[config.mk]
export PLATFORM = sky130hd
export DESIGN_NAME = fpu_arbiter_flat
export DESIGN_NICKNAME = d
export VERILOG_FILES = /design/src/rtl/fpu_arbiter_if.sv /design/src/rtl/fpu_arbiter.sv /design/src/flat_wrapper.sv
export SDC_FILE = /design/constraint.sdc
export NUM_CORES = 1
export LEC_CHECK = 0
export ABC_CLOCK_PERIOD_IN_PS = 3500
export CORE_AREA = 2 2 161 163
export CTS_CLUSTER_DIAMETER = 150
export DETAILED_ROUTE_END_ITERATION = 16
export DIE_AREA = 0 0 163 165
export GPL_ROUTABILITY_DRIVEN = 0
export HOLD_SLACK_MARGIN = 0.08
export PLACE_DENSITY_LB_ADDON = 0.12
export SYNTH_ARGS = -nofsm -noshare
export SYNTH_HDL_FRONTEND = slang
export SYNTH_SLANG_ARGS = --single-unit
[constraint.sdc]
create_clock -name clk -period 3.5 [get_ports clk]
set_input_delay 0.7 -clock clk [delete_from_list [all_inputs] [get_ports clk]]
set_output_delay 0.7 -clock clk [all_outputs]
set_load 0.005 [all_outputs]
[src/rtl/fpu_arbiter_if.sv]
`default_nettype none
// ============================================================================
//  Module   : fpu_arbiter_if
//  Purpose  : Client-side request/response bundle of the shared-FPU arbiter.
//             Requests are packed per requester: requester i owns slice
//             [i*PRECISION +: PRECISION] of req_a/req_b and [i*2 +: 2] of
//             req_op.
//  Modports : master - client side (drives requests, receives responses)
//             slave  - arbiter side
//  Revision : 1.0 - initial release
// ============================================================================
interface fpu_arbiter_if #(
    parameter int PRECISION = 32,
    parameter int NUM_REQ   = 4
);
    localparam int ID_W = $clog2(NUM_REQ);

    logic [NUM_REQ-1:0]           req_valid;
    logic [NUM_REQ-1:0]           req_ready;
    logic [NUM_REQ*PRECISION-1:0] req_a;
    logic [NUM_REQ*PRECISION-1:0] req_b;
    logic [NUM_REQ*2-1:0]         req_op;

    logic                         rsp_valid;
    logic [ID_W-1:0]              rsp_id;
    logic [PRECISION-1:0]         rsp_result;
    logic                         rsp_error;

    modport master (
        output req_valid, req_a, req_b, req_op,
        input  req_ready, rsp_valid, rsp_id, rsp_result, rsp_error
    );

    modport slave (
        input  req_valid, req_a, req_b, req_op,
        output req_ready, rsp_valid, rsp_id, rsp_result, rsp_error
    );
endinterface
`default_nettype wire

[src/rtl/fpu_arbiter.sv]
`default_nettype none
// ============================================================================
//  Module   : fpu_arbiter
//  Purpose  : Round-robin arbiter/sequencer sharing one FPU among NUM_REQ
//             requesters. Latches the winner's operands, holds fpu_start high
//             for START_CYCLES cycles, waits for fpu_done and returns the
//             result tagged with the requester index.
//  Ports    : clk, reset_n (async, active low)
//             bus        - fpu_arbiter_if.slave request/response bundle
//             fpu_a/b/op - registered operands to the FPU
//             fpu_start  - drives the FPU Reset input (high = load operands)
//             fpu_result, fpu_done - FPU outputs (done is a level)
//             busy       - high whenever the sequencer is not idle
//  Options  : `define FPU_ARB_TIMEOUT_EN to abort a WAIT lasting TIMEOUT
//             cycles with rsp_error=1 and rsp_result=0.
//  Revision : 1.0 - initial release
// ============================================================================
module fpu_arbiter #(
    parameter int PRECISION    = 32,
    parameter int NUM_REQ      = 4,
    parameter int START_CYCLES = 2,
    parameter int TIMEOUT      = 64
) (
    input  wire                  clk,
    input  wire                  reset_n,
    fpu_arbiter_if.slave         bus,
    output logic [PRECISION-1:0] fpu_a,
    output logic [PRECISION-1:0] fpu_b,
    output logic [1:0]           fpu_op,
    output logic                 fpu_start,
    input  wire [PRECISION-1:0]  fpu_result,
    input  wire                  fpu_done,
    output logic                 busy
);
    localparam int ID_W    = $clog2(NUM_REQ);
    localparam int CNT_MAX = (TIMEOUT > START_CYCLES) ? TIMEOUT : START_CYCLES;
    localparam int CNT_W   = $clog2(CNT_MAX + 1);

    localparam logic [CNT_W-1:0] C_START_LAST = CNT_W'(START_CYCLES - 1);
    localparam logic [ID_W-1:0]  C_LAST_ID    = ID_W'(NUM_REQ - 1);
`ifdef FPU_ARB_TIMEOUT_EN
    localparam logic [CNT_W-1:0] C_TIMEOUT_LAST = CNT_W'(TIMEOUT - 1);
`endif

    typedef enum logic [1:0] {
        S_IDLE  = 2'd0,
        S_START = 2'd1,
        S_WAIT  = 2'd2,
        S_RESP  = 2'd3
    } state_t;

    state_t               r_state, w_state_nxt;
    logic [CNT_W-1:0]     r_cnt, w_cnt_nxt;
    logic                 r_wait_armed, w_wait_armed_nxt;
    logic [ID_W-1:0]      r_rr_ptr;
    logic [ID_W-1:0]      r_id;
    logic [PRECISION-1:0] r_fpu_a, r_fpu_b, r_result;
    logic [1:0]           r_fpu_op;
    logic                 w_capture, w_res_load, w_timeout;
    logic [ID_W-1:0]      w_grant;
    logic                 w_found;
    logic [NUM_REQ-1:0]   w_grant_oh;
    logic [ID_W-1:0]      w_ptr_nxt;
`ifdef FPU_ARB_TIMEOUT_EN
    logic                 r_error;
`endif

    function automatic logic [ID_W-1:0] rr_idx(input logic [ID_W-1:0] base, input int offs);
        int s;
        s = (int'(base) + offs) % NUM_REQ;
        return ID_W'(s);
    endfunction

    // Scan downward so the smallest offset from rr_ptr is the last writer.
    always_comb begin
        w_grant = '0;
        w_found = 1'b0;
        for (int k = NUM_REQ - 1; k >= 0; k--) begin
            if (bus.req_valid[rr_idx(r_rr_ptr, k)]) begin
                w_grant = rr_idx(r_rr_ptr, k);
                w_found = 1'b1;
            end
        end
    end

    assign w_grant_oh = NUM_REQ'(1) << w_grant;
    assign w_ptr_nxt  = (r_id == C_LAST_ID) ? '0 : r_id + ID_W'(1);

    // Ready is gated by reset_n so nothing is accepted while reset is held.
    assign bus.req_ready = (r_state == S_IDLE && w_found && reset_n) ? w_grant_oh : '0;

    always_comb begin
        w_state_nxt      = r_state;
        w_cnt_nxt        = r_cnt;
        w_wait_armed_nxt = r_wait_armed;
        w_capture        = 1'b0;
        w_res_load       = 1'b0;
        w_timeout        = 1'b0;
        case (r_state)
            S_IDLE: begin
                if (w_found) begin
                    w_capture   = 1'b1;
                    w_cnt_nxt   = '0;
                    w_state_nxt = S_START;
                end
            end
            S_START: begin
                if (r_cnt == C_START_LAST) begin
                    w_cnt_nxt        = '0;
                    w_wait_armed_nxt = 1'b0;
                    w_state_nxt      = S_WAIT;
                end else begin
                    w_cnt_nxt = r_cnt + CNT_W'(1);
                end
            end
            S_WAIT: begin
                // Done may still be high from the previous operation during
                // the first WAIT cycle; only sample it once armed.
                w_wait_armed_nxt = 1'b1;
                if (r_wait_armed && fpu_done) begin
                    w_res_load  = 1'b1;
                    w_state_nxt = S_RESP;
                end
`ifdef FPU_ARB_TIMEOUT_EN
                else if (r_cnt == C_TIMEOUT_LAST) begin
                    w_timeout   = 1'b1;
                    w_state_nxt = S_RESP;
                end else begin
                    w_cnt_nxt = r_cnt + CNT_W'(1);
                end
`endif
            end
            S_RESP: begin
                w_state_nxt = S_IDLE;
            end
            default: begin
                w_state_nxt = S_IDLE;
            end
        endcase
    end

    always_ff @(posedge clk or negedge reset_n) begin
        if (!reset_n) begin
            r_state      <= S_IDLE;
            r_cnt        <= '0;
            r_wait_armed <= 1'b0;
            r_rr_ptr     <= '0;
            r_id         <= '0;
            r_fpu_a      <= '0;
            r_fpu_b      <= '0;
            r_fpu_op     <= 2'b00;
            r_result     <= '0;
`ifdef FPU_ARB_TIMEOUT_EN
            r_error      <= 1'b0;
`endif
        end else begin
            r_state      <= w_state_nxt;
            r_cnt        <= w_cnt_nxt;
            r_wait_armed <= w_wait_armed_nxt;
            if (w_capture) begin
                r_fpu_a  <= bus.req_a[w_grant*PRECISION +: PRECISION];
                r_fpu_b  <= bus.req_b[w_grant*PRECISION +: PRECISION];
                r_fpu_op <= bus.req_op[w_grant*2 +: 2];
                r_id     <= w_grant;
            end
            if (w_res_load) begin
                r_result <= fpu_result;
            end
`ifdef FPU_ARB_TIMEOUT_EN
            if (w_res_load) begin
                r_error <= 1'b0;
            end
            if (w_timeout) begin
                r_result <= '0;
                r_error  <= 1'b1;
            end
`endif
            if (r_state == S_RESP) begin
                r_rr_ptr <= w_ptr_nxt;
            end
        end
    end

    assign fpu_a          = r_fpu_a;
    assign fpu_b          = r_fpu_b;
    assign fpu_op         = r_fpu_op;
    assign fpu_start      = (r_state == S_START);
    assign busy           = (r_state != S_IDLE);
    assign bus.rsp_valid  = (r_state == S_RESP);
    assign bus.rsp_id     = r_id;
    assign bus.rsp_result = r_result;
`ifdef FPU_ARB_TIMEOUT_EN
    assign bus.rsp_error  = (r_state == S_RESP) & r_error;
`else
    assign bus.rsp_error  = 1'b0;
`endif
endmodule
`default_nettype wire

[src/flat_wrapper.sv]
// flat-port wrapper written by rule: the top's interface ports become plain ports
module fpu_arbiter_flat 
#(
    parameter int PRECISION    = 32,
    parameter int NUM_REQ      = 4,
    parameter int START_CYCLES = 2,
    parameter int TIMEOUT      = 64
)
  (clk, reset_n, fpu_a, fpu_b, fpu_op, fpu_start, fpu_result, fpu_done, busy, bus_req_valid, bus_req_a, bus_req_b, bus_req_op, bus_req_ready, bus_rsp_valid, bus_rsp_id, bus_rsp_result, bus_rsp_error);
  fpu_arbiter_if #(.PRECISION(PRECISION), .NUM_REQ(NUM_REQ)) bus_i ();
  input  wire clk;
  input  wire reset_n;
  output logic [PRECISION-1:0] fpu_a;
  output logic [PRECISION-1:0] fpu_b;
  output logic [1:0] fpu_op;
  output logic fpu_start;
  input  wire [PRECISION-1:0] fpu_result;
  input  wire fpu_done;
  output logic busy;
  input wire logic [$bits(bus_i.req_valid)-1:0] bus_req_valid;
  input wire logic [$bits(bus_i.req_a)-1:0] bus_req_a;
  input wire logic [$bits(bus_i.req_b)-1:0] bus_req_b;
  input wire logic [$bits(bus_i.req_op)-1:0] bus_req_op;
  output wire logic [$bits(bus_i.req_ready)-1:0] bus_req_ready;
  output wire logic [$bits(bus_i.rsp_valid)-1:0] bus_rsp_valid;
  output wire logic [$bits(bus_i.rsp_id)-1:0] bus_rsp_id;
  output wire logic [$bits(bus_i.rsp_result)-1:0] bus_rsp_result;
  output wire logic [$bits(bus_i.rsp_error)-1:0] bus_rsp_error;
  assign bus_i.req_valid = bus_req_valid;
  assign bus_i.req_a = bus_req_a;
  assign bus_i.req_b = bus_req_b;
  assign bus_i.req_op = bus_req_op;
  assign bus_req_ready = bus_i.req_ready;
  assign bus_rsp_valid = bus_i.rsp_valid;
  assign bus_rsp_id = bus_i.rsp_id;
  assign bus_rsp_result = bus_i.rsp_result;
  assign bus_rsp_error = bus_i.rsp_error;
  fpu_arbiter #(.PRECISION(PRECISION), .NUM_REQ(NUM_REQ), .START_CYCLES(START_CYCLES), .TIMEOUT(TIMEOUT)) u_core (.clk(clk), .reset_n(reset_n), .bus(bus_i), .fpu_a(fpu_a), .fpu_b(fpu_b), .fpu_op(fpu_op), .fpu_start(fpu_start), .fpu_result(fpu_result), .fpu_done(fpu_done), .busy(busy));
endmodule
==> results of run 1 <==
## stage by stage
step,hold slack (ns),utilization (%),area (µm²)
6_report,0.212,44.7,11200
5_1_grt,0.216,44.7,11200
4_1_cts,0.205,44.7,11200
3_5_place_dp,0.492,43.4,10900
3_3_place_gp,0.486,43.4,10900
2_1_floorplan,0.404,-,6490
## critical path, delay by kind of cell
kind	cells	cell delay (ns)
AO/OA/AOI/OAI	1	0.09
AND/OR/NAND/NOR	3	0.79
buffers and inverters	2	1.11
## cell families after synthesis
group,after synthesis,share of synthesized area [%]
compound gates,150,19.2
xor+xnor,4,0.540
fa+ha+maj,8,1.54
buf+inv,58,4.86
flops,112,43.2
mux,101,16.3
other cells,1,0.0578
simple gates,180,14.3
## synthesized netlist by cell type, types with 5 or more instances
library cell | instances | share of area [%]
a211oi_1 | 109 | 13
a211oi_2 | 24 | 4.6
and3_1 | 67 | 6.5
buf_2 | 12 | 0.93
buf_4 | 12 | 1.4
buf_6 | 5 | 0.87
clkbuf_1 | 22 | 1.3
dfrtp_1 | 112 | 43
ha_1 | 8 | 1.5
inv_1 | 5 | 0.29
mux2_2 | 35 | 6.1
mux2i_1 | 66 | 10
nand2_1 | 14 | 0.81
nor2_1 | 76 | 4.4
nor3_1 | 5 | 0.39
o21ai_0 | 6 | 0.46
## area by class of cell
class	count	area, µm²
diodes	1	2.50
repair buffers	425	4250
fillers	2467	13900
well taps	330	413
flip-flops and latches	112	2800
clock buffers	9	225
inverters	5	18.8
multi-input cells	444	3390
clock inverters	6	78.8
## routing by layer
metal	vias up	track usage, %
li1	3059	-
met4	0	7.32
met2	217	33.8
met1	3021	22.9
met5	-	0
met3	33	3.82
## report_power, final
| part | total, mW | switching, mW | internal [mW] |
|---|---|---|---|
| Combinational | 4.45 | 2.00 | 2.45 |
| Clock | 1.10 | 0.537 | 0.567 |
| Sequential | 2.27 | 0.339 | 1.93 |
| Total | 7.82 | 2.88 | 4.95 |
## sequential cells by signal, summed over array words and instances (netlist names)
signal                 count
u_core.bus.rsp_result     32
u_core.r_state             2
u_core.r_cnt               7
u_core.bus.rsp_id          2
u_core.fpu_a              32
u_core.r_wait_armed        1
u_core.fpu_b              32
u_core.r_rr_ptr            2
u_core.fpu_op              2
## path summary, 6_finish.rpt
check                                            end  slack [ns]  cells past startpoint
setup reg to reg                    u_core.fpu_a[14]        1.16                      7
max in group asynchronous           u_core.fpu_b[26]        2.29                      2
setup / recovery                    bus_req_ready[3]        0.11                      6
hold reg to reg            u_core.bus.rsp_result[25]        0.51                      1
hold / removal             u_core.bus.rsp_result[26]        0.21                      1
min in group clk           u_core.bus.rsp_result[25]        0.51                      1
==> qor.yml, run 1 <==
setup_path:
  required_ns: 2.80
  critPathLaunch: "bus_req_valid[3]"
  rr_startpoint: "u_core.r_state[0]"
  cp_cell_sequence: "clkdlybuf4s50_1 > nand4b_1 > o21ai_1 > or3_4 > nor3_1 > clkdlybuf4s50_1"
  end_kind: "output port"
  crit_type: "input port to output port"
  cp_common_cell: "clkdlybuf4s50_1"
  worst_path_largest_cell_delay_ns: 0.57
  arrival_ns: 2.69
  cp-start-kind: "input port"
  cp_max_fo: 4
  slowest_stage: "clkdlybuf4s50_1"
clock_tree:
  cts_hold_buffers: 0
  root_buffer: "clkbuf_16"
  numCtsBuffers: 9
  clk_pin_slew_ns: 0.08
  clk_latency_ns: 0.36
  post_cts_buffers: 0
  cts_tree: "built"
  htreeDepth: 3
  clkSinkCount: 112
  cts.repair.resized: 0
  clock_path_buffers: 2
logic_synthesis:
  async_flop_share_pct: 100
  yosysSeqAreaShare_pct: 43.2
  synth_cell_types: 42
  synth_seq_cells: 112
  synth-edff-count: 0
  ys_warn_count: 0
  syn_area_per_cell_um2: 10.6
  ys.flop_type: "dfrtp_1"
  synth_cells: 614
  netlist_area_um2: 6490
  synth_fp_nets: 925
grt:
  grt_pass1_wl_um: 39000
  grt_pass1_vias: 6537
  grt-ovfl-total: 0
  groute.usage.overall_pct: 19.1
  grt_max_degree: 134
  antenna_found_initial: 1
timing:
  slew_viol_final: 0
  clock_skew_ns: 0.0117
  worst_slack_ns: 0.107
  rsz0062_at_grt: "false"
  slew_headroom_pct: 38.9
  finalCritPeriodShare_pct: 96.9
  finalSetupViolCount: 0
  period_minus_slack_ns: 3.39
  hold_violations: 0
  worst_pin_slew_ns: 0.916
  max_freq_mhz: 295
  setup-tns-final_ns: 0
routing:
  viasPerCell: 4.75
  dr_wl_met3_um: 1590
  dr_wl_met2_um: 13200
  drt_iter0_drc: 229
  vias: 6330
  wl_um: 26300
  drc_errors: 0
  topRoutingLayerUsed: "met4"
  ant_nets: 0
  wl_met1_um: 10800
  drt-pass1-iter-count: 4
  wire_per_inst_um: 19.7
die:
  dieArea_um2: 26900
  initial_core_util_pct: 25.9
  core_area_um2: 25000
  fp.dieW_um: 163
  die_h_um: 165
  io_pins: 411
  rows: 58
pwr:
  p_leak_nw: 4.55
  ir_drop_v: 0.000551
  total_power_mw: 7.82
  power-per-cell-area_nw_per_um2: 700
cells_and_area:
  area_delta_synth_final_pct: 72.4
  final_common_cell: "clkdlybuf4s50_1"
  final_cells: 1332
  layout.nets: 1308
  layout_common_cells: "clkdlybuf4s50_1 (408), dfrtp_1 (112), a211oi_1 (109)"
  drive_above_1_share_pct: 10.3
run_status:
  status: "complete, no violations"
placed_design:
  portBuffers: 409
  dp_slack_ns: 0.122
  dp.cells: 1316
  place_hpwl_um: 19100
run:
  cap_violations: 0
hold_path:
  hold_path_class: "input port to asynchronous set/reset pin"
Power figures use the tool's default switching activity.
==> run 2: changes to the inputs <==
--- a/config.mk
+++ b/config.mk
@@ -6,6 +6,7 @@
 export NUM_CORES = 1
 export LEC_CHECK = 0
 export ABC_CLOCK_PERIOD_IN_PS = 3500
+export CAP_MARGIN = 20
 export CORE_AREA = 2 2 161 163
 export CTS_CLUSTER_DIAMETER = 150
 export DETAILED_ROUTE_END_ITERATION = 16
==> results of run 2 <==
No change in the layout: final DEF, timing and power equal those of run 1.
